### src/rtl/sdf_pulse_stim_gen_pkg.sv
// sdf_stim_pkg: shared types and helpers for the SDF pulse stimulus generator.
//   state_t    : controller states
//   pat_t      : decoded pattern fields (sel, pulse target, baseline, width)
//   pat_decode : pattern index -> pat_t
//   exp_q      : expected registered netlist outputs {q1, q2} for given inputs
package sdf_stim_pkg;

  localparam int unsigned IDX_W = 4;

  typedef enum logic [2:0] {
    IDLE,
    SETUP,
    PULSE,
    HOLD,
    CHECK,
    DONE
  } state_t;

  typedef struct packed {
    logic       sel;
    logic       target;  // 0: pulse d1, 1: pulse d2
    logic       base;    // level of d1/d2 outside the pulse
    logic [3:0] w;       // pulse width in cycles, 1..8
  } pat_t;

  function automatic pat_t pat_decode(input logic [IDX_W-1:0] idx,
                                      input int unsigned wmax);
    pat_t p;
    p.sel    = idx[0];
    p.target = idx[1];
    p.base   = idx[2];
    p.w      = 4'((32'(idx) % wmax) + 32'd1);
    return p;
  endfunction

  // Netlist function: n4 = ~d2 | (d1 & sel); q1 = n4; q2 = ~(n4 & sel).
  function automatic logic [1:0] exp_q(input logic d1, input logic d2,
                                       input logic sel);
    logic n4;
    n4 = ~d2 | (d1 & sel);
    return {n4, ~(n4 & sel)};
  endfunction

endpackage

### src/rtl/sdf_pulse_stim_gen_if.sv
// sdf_pulse_stim_gen_if: bus between the stimulus generator and the timing netlist.
//   d1, d2, sel : generator -> netlist data/condition inputs
//   q1, q2      : netlist -> generator registered outputs
//   master      : generator side; slave : netlist side
interface sdf_pulse_stim_gen_if;
  logic d1;
  logic d2;
  logic sel;
  logic q1;
  logic q2;

  modport master (output d1, output d2, output sel, input q1, input q2);
  modport slave  (input d1, input d2, input sel, output q1, output q2);
endinterface

### src/rtl/sdf_pulse_stim_gen_timer.sv
// sdf_stim_timer: loadable down-counter with a zero flag, shared by the
// pulse-width and settle phases.
//   clk, rst_n : clock, asynchronous active-low reset
//   load       : load load_val (takes priority over dec)
//   load_val   : value to load
//   dec        : decrement by one
//   zero       : count is zero
module sdf_stim_timer #(
  parameter int unsigned TW = 16
) (
  input  logic          clk,
  input  logic          rst_n,
  input  logic          load,
  input  logic [TW-1:0] load_val,
  input  logic          dec,
  output logic          zero
);

  logic [TW-1:0] cnt;

  always_ff @(posedge clk or negedge rst_n) begin
    if (!rst_n) begin
      cnt <= '0;
    end else if (load) begin
      cnt <= load_val;
    end else if (dec && (cnt != '0)) begin
      cnt <= cnt - TW'(1);
    end
  end

  assign zero = (cnt == '0);

endmodule

### src/rtl/sdf_pulse_stim_gen.sv
// sdf_pulse_stim_gen: drives pulses of programmed width onto the conditional /
// path-pulse SDF netlist and checks its registered outputs after settling.
//   clk, rst_n : rising-edge clock, asynchronous active-low reset
//   start      : 1-cycle pulse, begins a run when idle
//   dut        : master side of the netlist bus (d1/d2/sel out, q1/q2 in)
//   busy       : high from start accept until DONE
//   done       : 1-cycle pulse at end of run
//   pat_idx    : current pattern index
//   mismatch   : 1-cycle pulse on a failed check
//   err_cnt    : saturating mismatch count, cleared on start accept
module sdf_pulse_stim_gen
  import sdf_stim_pkg::*;
#(
  parameter int unsigned NUM_PAT    = 8,
  parameter int unsigned PULSE_WMAX = 4,
  parameter int unsigned GAP        = 2,
  parameter int unsigned ERR_W      = 8
) (
  input  logic                 clk,
  input  logic                 rst_n,
  input  logic                 start,
  sdf_pulse_stim_gen_if.master dut,
  output logic                 busy,
  output logic                 done,
  output logic [IDX_W-1:0]     pat_idx,
  output logic                 mismatch,
  output logic [ERR_W-1:0]     err_cnt
);

  localparam int unsigned      TW       = 16;
  localparam logic [IDX_W-1:0] LAST_IDX = IDX_W'(NUM_PAT - 1);

  state_t           state, state_n;
  logic [IDX_W-1:0] idx_n;
  pat_t             pat_nx;
  logic             d1_q, d2_q, sel_q;
  logic             d1_n, d2_n, sel_n;
  logic             tmr_load, tmr_dec, tmr_zero;
  logic [TW-1:0]    tmr_val;

  sdf_stim_timer #(.TW(TW)) u_timer (
    .clk      (clk),
    .rst_n    (rst_n),
    .load     (tmr_load),
    .load_val (tmr_val),
    .dec      (tmr_dec),
    .zero     (tmr_zero)
  );

  // Pattern for the index that will be current after this edge.
  assign pat_nx = pat_decode(idx_n, PULSE_WMAX);

  always_ff @(posedge clk or negedge rst_n) begin
    if (!rst_n) begin
      state   <= IDLE;
      pat_idx <= '0;
      d1_q    <= 1'b0;
      d2_q    <= 1'b0;
      sel_q   <= 1'b0;
    end else begin
      state   <= state_n;
      pat_idx <= idx_n;
      d1_q    <= d1_n;
      d2_q    <= d2_n;
      sel_q   <= sel_n;
    end
  end

  always_comb begin
    state_n  = state;
    idx_n    = pat_idx;
    tmr_load = 1'b0;
    tmr_val  = '0;
    tmr_dec  = 1'b0;
    case (state)
      IDLE: begin
        if (start) begin
          state_n = SETUP;
          idx_n   = '0;
        end
      end
      SETUP: begin
        // Timer holds W-1 during the first PULSE cycle, so PULSE lasts W cycles.
        state_n  = PULSE;
        tmr_load = 1'b1;
        tmr_val  = TW'(pat_nx.w) - TW'(1);
      end
      PULSE: begin
        if (tmr_zero) begin
          state_n  = HOLD;
          tmr_load = 1'b1;
          tmr_val  = TW'(GAP - 1);
        end else begin
          tmr_dec = 1'b1;
        end
      end
      HOLD: begin
        if (tmr_zero) begin
          state_n = CHECK;
        end else begin
          tmr_dec = 1'b1;
        end
      end
      CHECK: begin
        if (pat_idx == LAST_IDX) begin
          state_n = DONE;
        end else begin
          state_n = SETUP;
          idx_n   = pat_idx + IDX_W'(1);
        end
      end
      DONE:    state_n = IDLE;
      default: state_n = IDLE;
    endcase
  end

  // Stimulus flops are loaded from the next state and next pattern, so each
  // pulse edge lands exactly on the clock edge entering/leaving PULSE.
  always_comb begin
    d1_n  = d1_q;
    d2_n  = d2_q;
    sel_n = sel_q;
    case (state_n)
      SETUP, HOLD, CHECK: begin
        sel_n = pat_nx.sel;
        d1_n  = pat_nx.base;
        d2_n  = pat_nx.base;
      end
      PULSE: begin
        sel_n = pat_nx.sel;
        d1_n  = pat_nx.target ? pat_nx.base : ~pat_nx.base;
        d2_n  = pat_nx.target ? ~pat_nx.base : pat_nx.base;
      end
      default: ;
    endcase
  end

  assign dut.d1  = d1_q;
  assign dut.d2  = d2_q;
  assign dut.sel = sel_q;

  // In CHECK the stimulus flops hold the baseline, so they give the expectation.
  assign mismatch = (state == CHECK) &&
                    ({dut.q1, dut.q2} != exp_q(d1_q, d2_q, sel_q));

  always_ff @(posedge clk or negedge rst_n) begin
    if (!rst_n) begin
      err_cnt <= '0;
    end else if ((state == IDLE) && start) begin
      err_cnt <= '0;
    end else if (mismatch && (err_cnt != '1)) begin
      err_cnt <= err_cnt + ERR_W'(1);
    end
  end

  assign busy = (state != IDLE) && (state != DONE);
  assign done = (state == DONE);

endmodule

### src/flat_wrapper.sv
// flat-port wrapper written by rule: the top's interface ports become plain ports
module sdf_pulse_stim_gen_flat import sdf_stim_pkg::*;
#(
  parameter int unsigned NUM_PAT    = 8,
  parameter int unsigned PULSE_WMAX = 4,
  parameter int unsigned GAP        = 2,
  parameter int unsigned ERR_W      = 8
)
  (clk, rst_n, start, busy, done, pat_idx, mismatch, err_cnt, dut_d1, dut_d2, dut_sel, dut_q1, dut_q2);
  sdf_pulse_stim_gen_if dut_i ();
  input  logic clk;
  input  logic rst_n;
  input  logic start;
  output logic busy;
  output logic done;
  output logic [IDX_W-1:0] pat_idx;
  output logic mismatch;
  output logic [ERR_W-1:0] err_cnt;
  output wire logic [$bits(dut_i.d1)-1:0] dut_d1;
  output wire logic [$bits(dut_i.d2)-1:0] dut_d2;
  output wire logic [$bits(dut_i.sel)-1:0] dut_sel;
  input wire logic [$bits(dut_i.q1)-1:0] dut_q1;
  input wire logic [$bits(dut_i.q2)-1:0] dut_q2;
  assign dut_d1 = dut_i.d1;
  assign dut_d2 = dut_i.d2;
  assign dut_sel = dut_i.sel;
  assign dut_i.q1 = dut_q1;
  assign dut_i.q2 = dut_q2;
  sdf_pulse_stim_gen #(.NUM_PAT(NUM_PAT), .PULSE_WMAX(PULSE_WMAX), .GAP(GAP), .ERR_W(ERR_W)) u_core (.clk(clk), .rst_n(rst_n), .start(start), .dut(dut_i), .busy(busy), .done(done), .pat_idx(pat_idx), .mismatch(mismatch), .err_cnt(err_cnt));
endmodule
### config.mk
export PLATFORM = sky130hd
export DESIGN_NAME = sdf_pulse_stim_gen_flat
export DESIGN_NICKNAME = d
export VERILOG_FILES = /design/src/rtl/sdf_pulse_stim_gen_pkg.sv /design/src/rtl/sdf_pulse_stim_gen_if.sv /design/src/rtl/sdf_pulse_stim_gen_timer.sv /design/src/rtl/sdf_pulse_stim_gen.sv /design/src/flat_wrapper.sv
export SDC_FILE = /design/constraint.sdc
export NUM_CORES = 1
export LEC_CHECK = 0
export CAP_MARGIN = 20
export CORE_MARGIN = 4
export CORE_UTILIZATION = 51
export DETAILED_ROUTE_END_ITERATION = 8
export GPL_ROUTABILITY_DRIVEN = 0
export GPL_TIMING_DRIVEN = 0
export PLACE_DENSITY = 0.76
export SYNTH_ARGS = -nofsm -noshare
export SYNTH_HDL_FRONTEND = slang
export SYNTH_SLANG_ARGS = --single-unit
### constraint.sdc
create_clock -name clk -period 2.9 [get_ports clk]
set_clock_uncertainty 0.1 [all_clocks]
set_input_delay 0.29 -clock clk [delete_from_list [all_inputs] [get_ports clk]]
set_output_delay 0.29 -clock clk [all_outputs]
set_load 0.01 [all_outputs]
**Word level (Yosys, flattened, before mapping)**

Cells that the tools add are included.

- Bits in registers: 34
- Input bits: 5

- Add/sub/neg operators: 5
- Eq/ne operators: 15
- Multiplexer cells: 22
- Bitwise logic cells: 6
- Reduce and logical (&&, ||, !) cells: 17

Operator list:

| cell | number |
|---|---|
| $mux W16 | 2 |
| $pmux W16 S2 | 1 |
| $logic_not A16 Y1 | 1 |
| $mux W8 | 2 |
| $reduce_bool A16 Y1 | 1 |
| $sub A16 B1 Y16 const B | 1 |
| $pmux W3 S5 | 1 |
| $eq A3 B2 Y1 const B | 4 |
| $mux W3 | 4 |
| $eq A3 B3 Y1 const B | 3 |
| $add A8 B1 Y8 const B | 1 |
| $mux W4 | 2 |
| $ne A8 B8 Y1 const B | 1 |
| $pmux W4 S2 | 1 |
| $reduce_bool A2 Y1 | 4 |
| $eq A3 B1 Y1 const B | 2 |
| $mux W1 | 6 |
| $pmux W1 S2 | 3 |
| $logic_and A1 B1 Y1 | 5 |
| $sub A4 B1 Y5 const B | 1 |
| $add A4 B1 Y4 const B | 1 |
| $eq A4 B3 Y1 const B | 1 |
| $ne A2 B2 Y1 const B | 2 |
| $reduce_or A4 Y1 | 1 |
| 11 further kinds | 14 |

**Logic depth before layout (Yosys ltp)**

- Word-level depth: 9
- Depth in mapped cells: 11

**Modules after synthesis**

A second synthesis with hierarchy kept.

- Cell total of the unflattened synthesis: 244
- Area, all modules: 2167.1 um2

Modules (own cells, without submodules):

| module | times used | cells an instance | area each (um2) |
|---|---|---|---|
| sdf_pulse_stim_gen | 1 | 120 | 1103.6 |
| sdf_stim_timer | 1 | 124 | 1063.5 |

**Least setup slack after synthesis**

Ideal clock, no wire load.

- Path type: reg2reg
- From: reg u_core.state[0]
- To: reg u_core.u_timer.cnt[3]
- Library setup time: 0.087 ns
- Arrival time: 2.633 ns
- Setup slack: 0.080 ns
- Stages on the path, launching flop included: 10
- Period minus slack after synthesis: 2.820 ns
- Cell sequence: dfrtp_1 buf_2 or4b_1 and2_1 mux2i_1 ha_1 or4b_2 a21oi_1 a31oi_1 o211ai_1

- Word-level cells in the longest chain between the ends: 6
- Elaborated cells on any way between the ends: 15
- Classes of those cells: add/sub: 2; eq/ne: 4; mux: 5; reduce/logical: 4

RTL lines:

| element | RTL line | RTL |
|---|---|---|
| start: declaration | sdf_pulse_stim_gen.sv:33 | `state_t state, state_n;` |
| start signal: assignment | sdf_pulse_stim_gen.sv:61 | `state <= state_n;` |
| $eq A3 B3 Y1 / $logic_not A3 Y1 (equally long branches) | sdf_pulse_stim_gen.sv:75 | `case (state)` |
| $pmux W4 S2 | sdf_pulse_stim_gen.sv:75 |  |
| $add A2 B1 Y3 | sdf_pulse_stim_gen_pkg.sv:32 | `p.w = 4'((32'(idx) % wmax) + 32'd1);` |
| $sub A4 B1 Y5 | sdf_pulse_stim_gen.sv:86 | `tmr_val = TW'(pat_nx.w) - TW'(1);` |
| $pmux W16 S2 | sdf_pulse_stim_gen.sv:75 |  |
| $mux W16 | sdf_pulse_stim_gen_timer.sv:24 | `end else if (load) begin` |
| end signal: assignment | sdf_pulse_stim_gen_timer.sv:25 | `cnt <= load_val;` |
| end signal: assignment | sdf_pulse_stim_gen_timer.sv:27 | `cnt <= cnt - TW'(1);` |
| end: declaration | sdf_pulse_stim_gen_timer.sv:19 | `logic [TW-1:0] cnt;` |

Parallel ways exist; a longest one is shown, timed or not.
A chain may end at the register's enable or synchronous reset.

**Worst setup path after layout**

- From: reg u_core.pat_idx[1]
- To: reg u_core.u_timer.cnt[3]

- Word-level cells in the longest chain between the ends: 7
- Elaborated cells on any way between the ends: 9
- Classes of those cells: add/sub: 3; eq/ne: 1; mux: 5

RTL lines:

| element | RTL line | RTL |
|---|---|---|
| start: declaration | sdf_pulse_stim_gen.sv:25 | `output logic [IDX_W-1:0] pat_idx,` |
| start signal: assignment | sdf_pulse_stim_gen.sv:62 | `pat_idx <= idx_n;` |
| $add A4 B1 Y4 / $eq A4 B3 Y1 (equally long branches) | sdf_pulse_stim_gen.sv:109, sdf_pulse_stim_gen.sv:105 |  |
| $mux W4 | sdf_pulse_stim_gen.sv:105 | `if (pat_idx == LAST_IDX) begin` |
| $pmux W4 S2 * | sdf_pulse_stim_gen.sv:75 |  |
| $add A2 B1 Y3 * | sdf_pulse_stim_gen_pkg.sv:32 |  |
| $sub A4 B1 Y5 * | sdf_pulse_stim_gen.sv:86 |  |
| $pmux W16 S2 * | sdf_pulse_stim_gen.sv:75 |  |
| $mux W16 * | sdf_pulse_stim_gen_timer.sv:24 |  |

Every way passes the cells marked *; elsewhere a longest branch is shown, timed or not. The select of a mux whose other input is x is not followed.

==> qor.txt <==
Status: finished, violations left
Violated checks: hold timing
Vert. Die Dim: 74.2 µm
Static leakage: 1.18 nW
Worst-path maximum fanout: 6
CP top delay family: simple AND/OR/NAND/NOR gates
Core Region: 0.00412 mm²
1st-iter DRT viols: 162
Crit path time final: 2800 ps
EDFF count, synth: 0
WHS: -21.3 ps
Cell Area, Synth: 0.00224 mm²
Nets: 299
Starting Density: 54.4%
Syn. warnings: 0
CP Launch Type: flop
Grt ovf: 0
Ant diodes: 0
ANT nets after route: 0
FP Rows: 23
IO Count: 23
Finished Layout Cells: 335
Inst Count DP: 322
Worst R2R Setup Slack: 100 ps
Most used DFF post-synth: dfrtp_1
Clock Sink Count: 34
CP max stage cell: or4b_2
# DRC: 0
Post-route cell area: 0.00269 mm²
Crit Reg-Reg Endpoint: u_core.u_timer.cnt[3]
Crit-path most repeated cell: o211ai_1
Initial antenna violation count: 0
Via count: 2105
Most common cell in the synthesized netlist: dfrtp_1
CTS H-tree lvls: 2
Reg-to-reg critical path startpoint: u_core.pat_idx[1]
Worst setup path startpoint: u_core.pat_idx[1]
WL final: 5.47 mm
Power per cell area: 384 mW/mm²
Fin crit share: 96.7%
Final Slew Violations: 0
Setup crit end kind: flop
CP peak stage delay: 620 ps
Worst slew margin: 48.6%
Levels on crit path: 10
Die width: 74.2 µm
Final Setup Violations: 0
Vias per cell: 6.28
Utilization after layout: 65.4%
Average routed wire per standard cell: 16.3 µm
Post-synth top area share: 38.0%
CP arrival: 2900 ps
HPWL after DPL: 3.78 mm
Number of buffers created by CTS: 5
Port-buffer cells: 22
Reg2reg path depth: 10
First-pass GRT wire length: 9.05 mm
Synth Area per Inst: 8.98 µm²
Syn_nets: 262
Vias in the first global route: 1896
Commonest cells in the netlist: dfrtp_1, nor2_1, a21oi_1, nand2_1
Maximum VDD drop: 0.000193 V
Crit path buf inv count: 1
Worst-Skew Late Latency: 280 ps
Full die area: 0.00551 mm²
Count of cell types in the netlist: 59
Hold Crit Class: in -> async
Critical path, cell by cell: ha_2 -> nand2_1 -> o211ai_1 -> buf_4 -> mux2_4 -> ha_1 -> or4b_2 -> a21oi_2 -> a31oi_1 -> o211ai_1
CP required: 3000 ps
Max cap viols: 0
Initial DRT Pass Iterations: 5
Synth Register Bits: 34
Syn Inst Count: 249
Layout area overhead: 20.3%
Actual slew at the worst max-slew pin: 771 ps
Synth area leader: dfrtp_1
Seq/Total Area, Yosys: 38.0%
Fraction of layout cells with a size suffix above 1: 15.1%
Critical path class: reg -> reg
Clk slew on worst S/H paths: 70 ps
Worst setup path endpoint: u_core.u_timer.cnt[3]
GRT Util Overall: 21.2%
F_max: 357 MHz
Leading post-synthesis cells by cell area: dfrtp_1, ha_1, a21oi_1
Largest net degree at the start of global routing: 35
CTS tree: built
Fin. Hold Viols: 34
Root buf cell: clkbuf_8
Asr flop ratio synth: 100%
CTS Buffer Depth: 2
DP Area: 0.00252 mm²
[how the worst min path moves through the flow]
stage                           from                    end  slack (ps)  depth (start not counted)
2_1_floorplan                  rst_n          u_core.dut.d1        -110                          0
3_3_place_gp   u_core.u_timer.cnt[5]  u_core.u_timer.cnt[5]         430                          1
3_5_place_dp                   rst_n      u_core.err_cnt[7]         320                          1
4_1_cts                        rst_n      u_core.err_cnt[7]           9                          1
5_1_grt                        rst_n      u_core.err_cnt[7]          40                          1
6_report                       rst_n      u_core.err_cnt[7]         -20                          1
[worst register-to-register path, stage by stage (launching register included)]
cell and delay (ps):
dfrtp_1 410, ha_2 210, nand2_1 70, o211ai_1 210
buf_4 170, mux2_4 340, ha_1 200, or4b_2 620
a21oi_2 140, a31oi_1 60, o211ai_1 190
[through the flow]
stage / setup slack, ps / total power [mW] / setup TNS (ps) / hold WS [ps]
floorplan: 80.0 / 0.609 / 0 / -106
global placement: -478 / 0.696 / -4230 / 434
detailed placement: -487 / 0.702 / -4420 / 316
CTS: 27.6 / 1.05 / 0 / 8.85
global route: -49.9 / 1.08 / -60.8 / 38.0
finish: 95.2 / 1.03 / 0 / -21.3
[power breakdown]
group / internal (mW) / switching, mW / total [mW]
Combinational: 0.0818 / 0.0667 / 0.149
Sequential: 0.504 / 0.0359 / 0.540
Clock: 0.183 / 0.162 / 0.345
[cell usage in the layout (no fill, tap or decap), types with 5 or more instances in the layout]
cell type | Yosys | final
a21oi_1 | 18 | 17
a31oi_1 | 5 | 5
buf_4 | 0 | 8
clkbuf_1 | 5 | 5
clkbuf_8 | 2 | 8
clkdlybuf4s50_1 | 0 | 20
dfrtp_1 | 34 | 34
ha_1 | 8 | 7
inv_1 | 17 | 17
nand2_1 | 18 | 18
nand3_1 | 12 | 12
nor2_1 | 19 | 18
nor3_1 | 5 | 5
nor4_1 | 5 | 5
o211ai_1 | 5 | 5
o21ai_0 | 17 | 17
o31ai_1 | 6 | 6
or4_1 | 7 | 7
[cell type report]
class / instances / area, µm²
Fill cell: 349 / 1420
Inverter: 17 / 63.8
Clock buffer: 6 / 82.6
Tap cell: 50 / 62.6
Multi-Input combinational cell: 188 / 1280
Timing Repair Buffer: 30 / 275
Buffer: 10 / 71.3
Sequential cell: 34 / 851
[what timing repair did]
action,in CTS,in global routing
hold endpoints to repair,0,0
hold buffers,0,0
resized for setup,3,8
buffers inserted,2,5
setup endpoints to repair,9,6
pin swaps,1,4
[routing by layer]
| metal | GRT usage [%] | wire [µm] | vias to the layer above |
|---|---|---|---|
| li1 | - | - | 1015 |
| met1 | 29.8 | 2590 | 1014 |
| met2 | 32.8 | 2490 | 67 |
| met3 | 3.65 | 302 | 9 |
| met4 | 7.91 | 91 | 0 |
| met5 | 0 | 0 | - |
[sequential cells by signal (all words and copies together) (netlist names)]
| name | cells |
|---|---|
| u_core.dut.d1 | 1 |
| u_core.pat_idx | 4 |
| u_core.err_cnt | 8 |
| u_core.state | 3 |
| u_core.dut.sel | 1 |
| u_core.dut.d2 | 1 |
| u_core.u_timer.cnt | 16 |
[cell families after synthesis]
kind of cell / Yosys count / share of synthesized area, %
AOI/OAI and AO/OA: 74 / 22.0
xor gates and xnor gates: 3 / 1.17
adders and majority gates: 8 / 4.47
buffers and inverters: 27 / 5.93
DFF: 34 / 38.0
muxes: 3 / 1.40
and+or+nand+nor: 100 / 27.0
(Power assumes the default switching activity.)
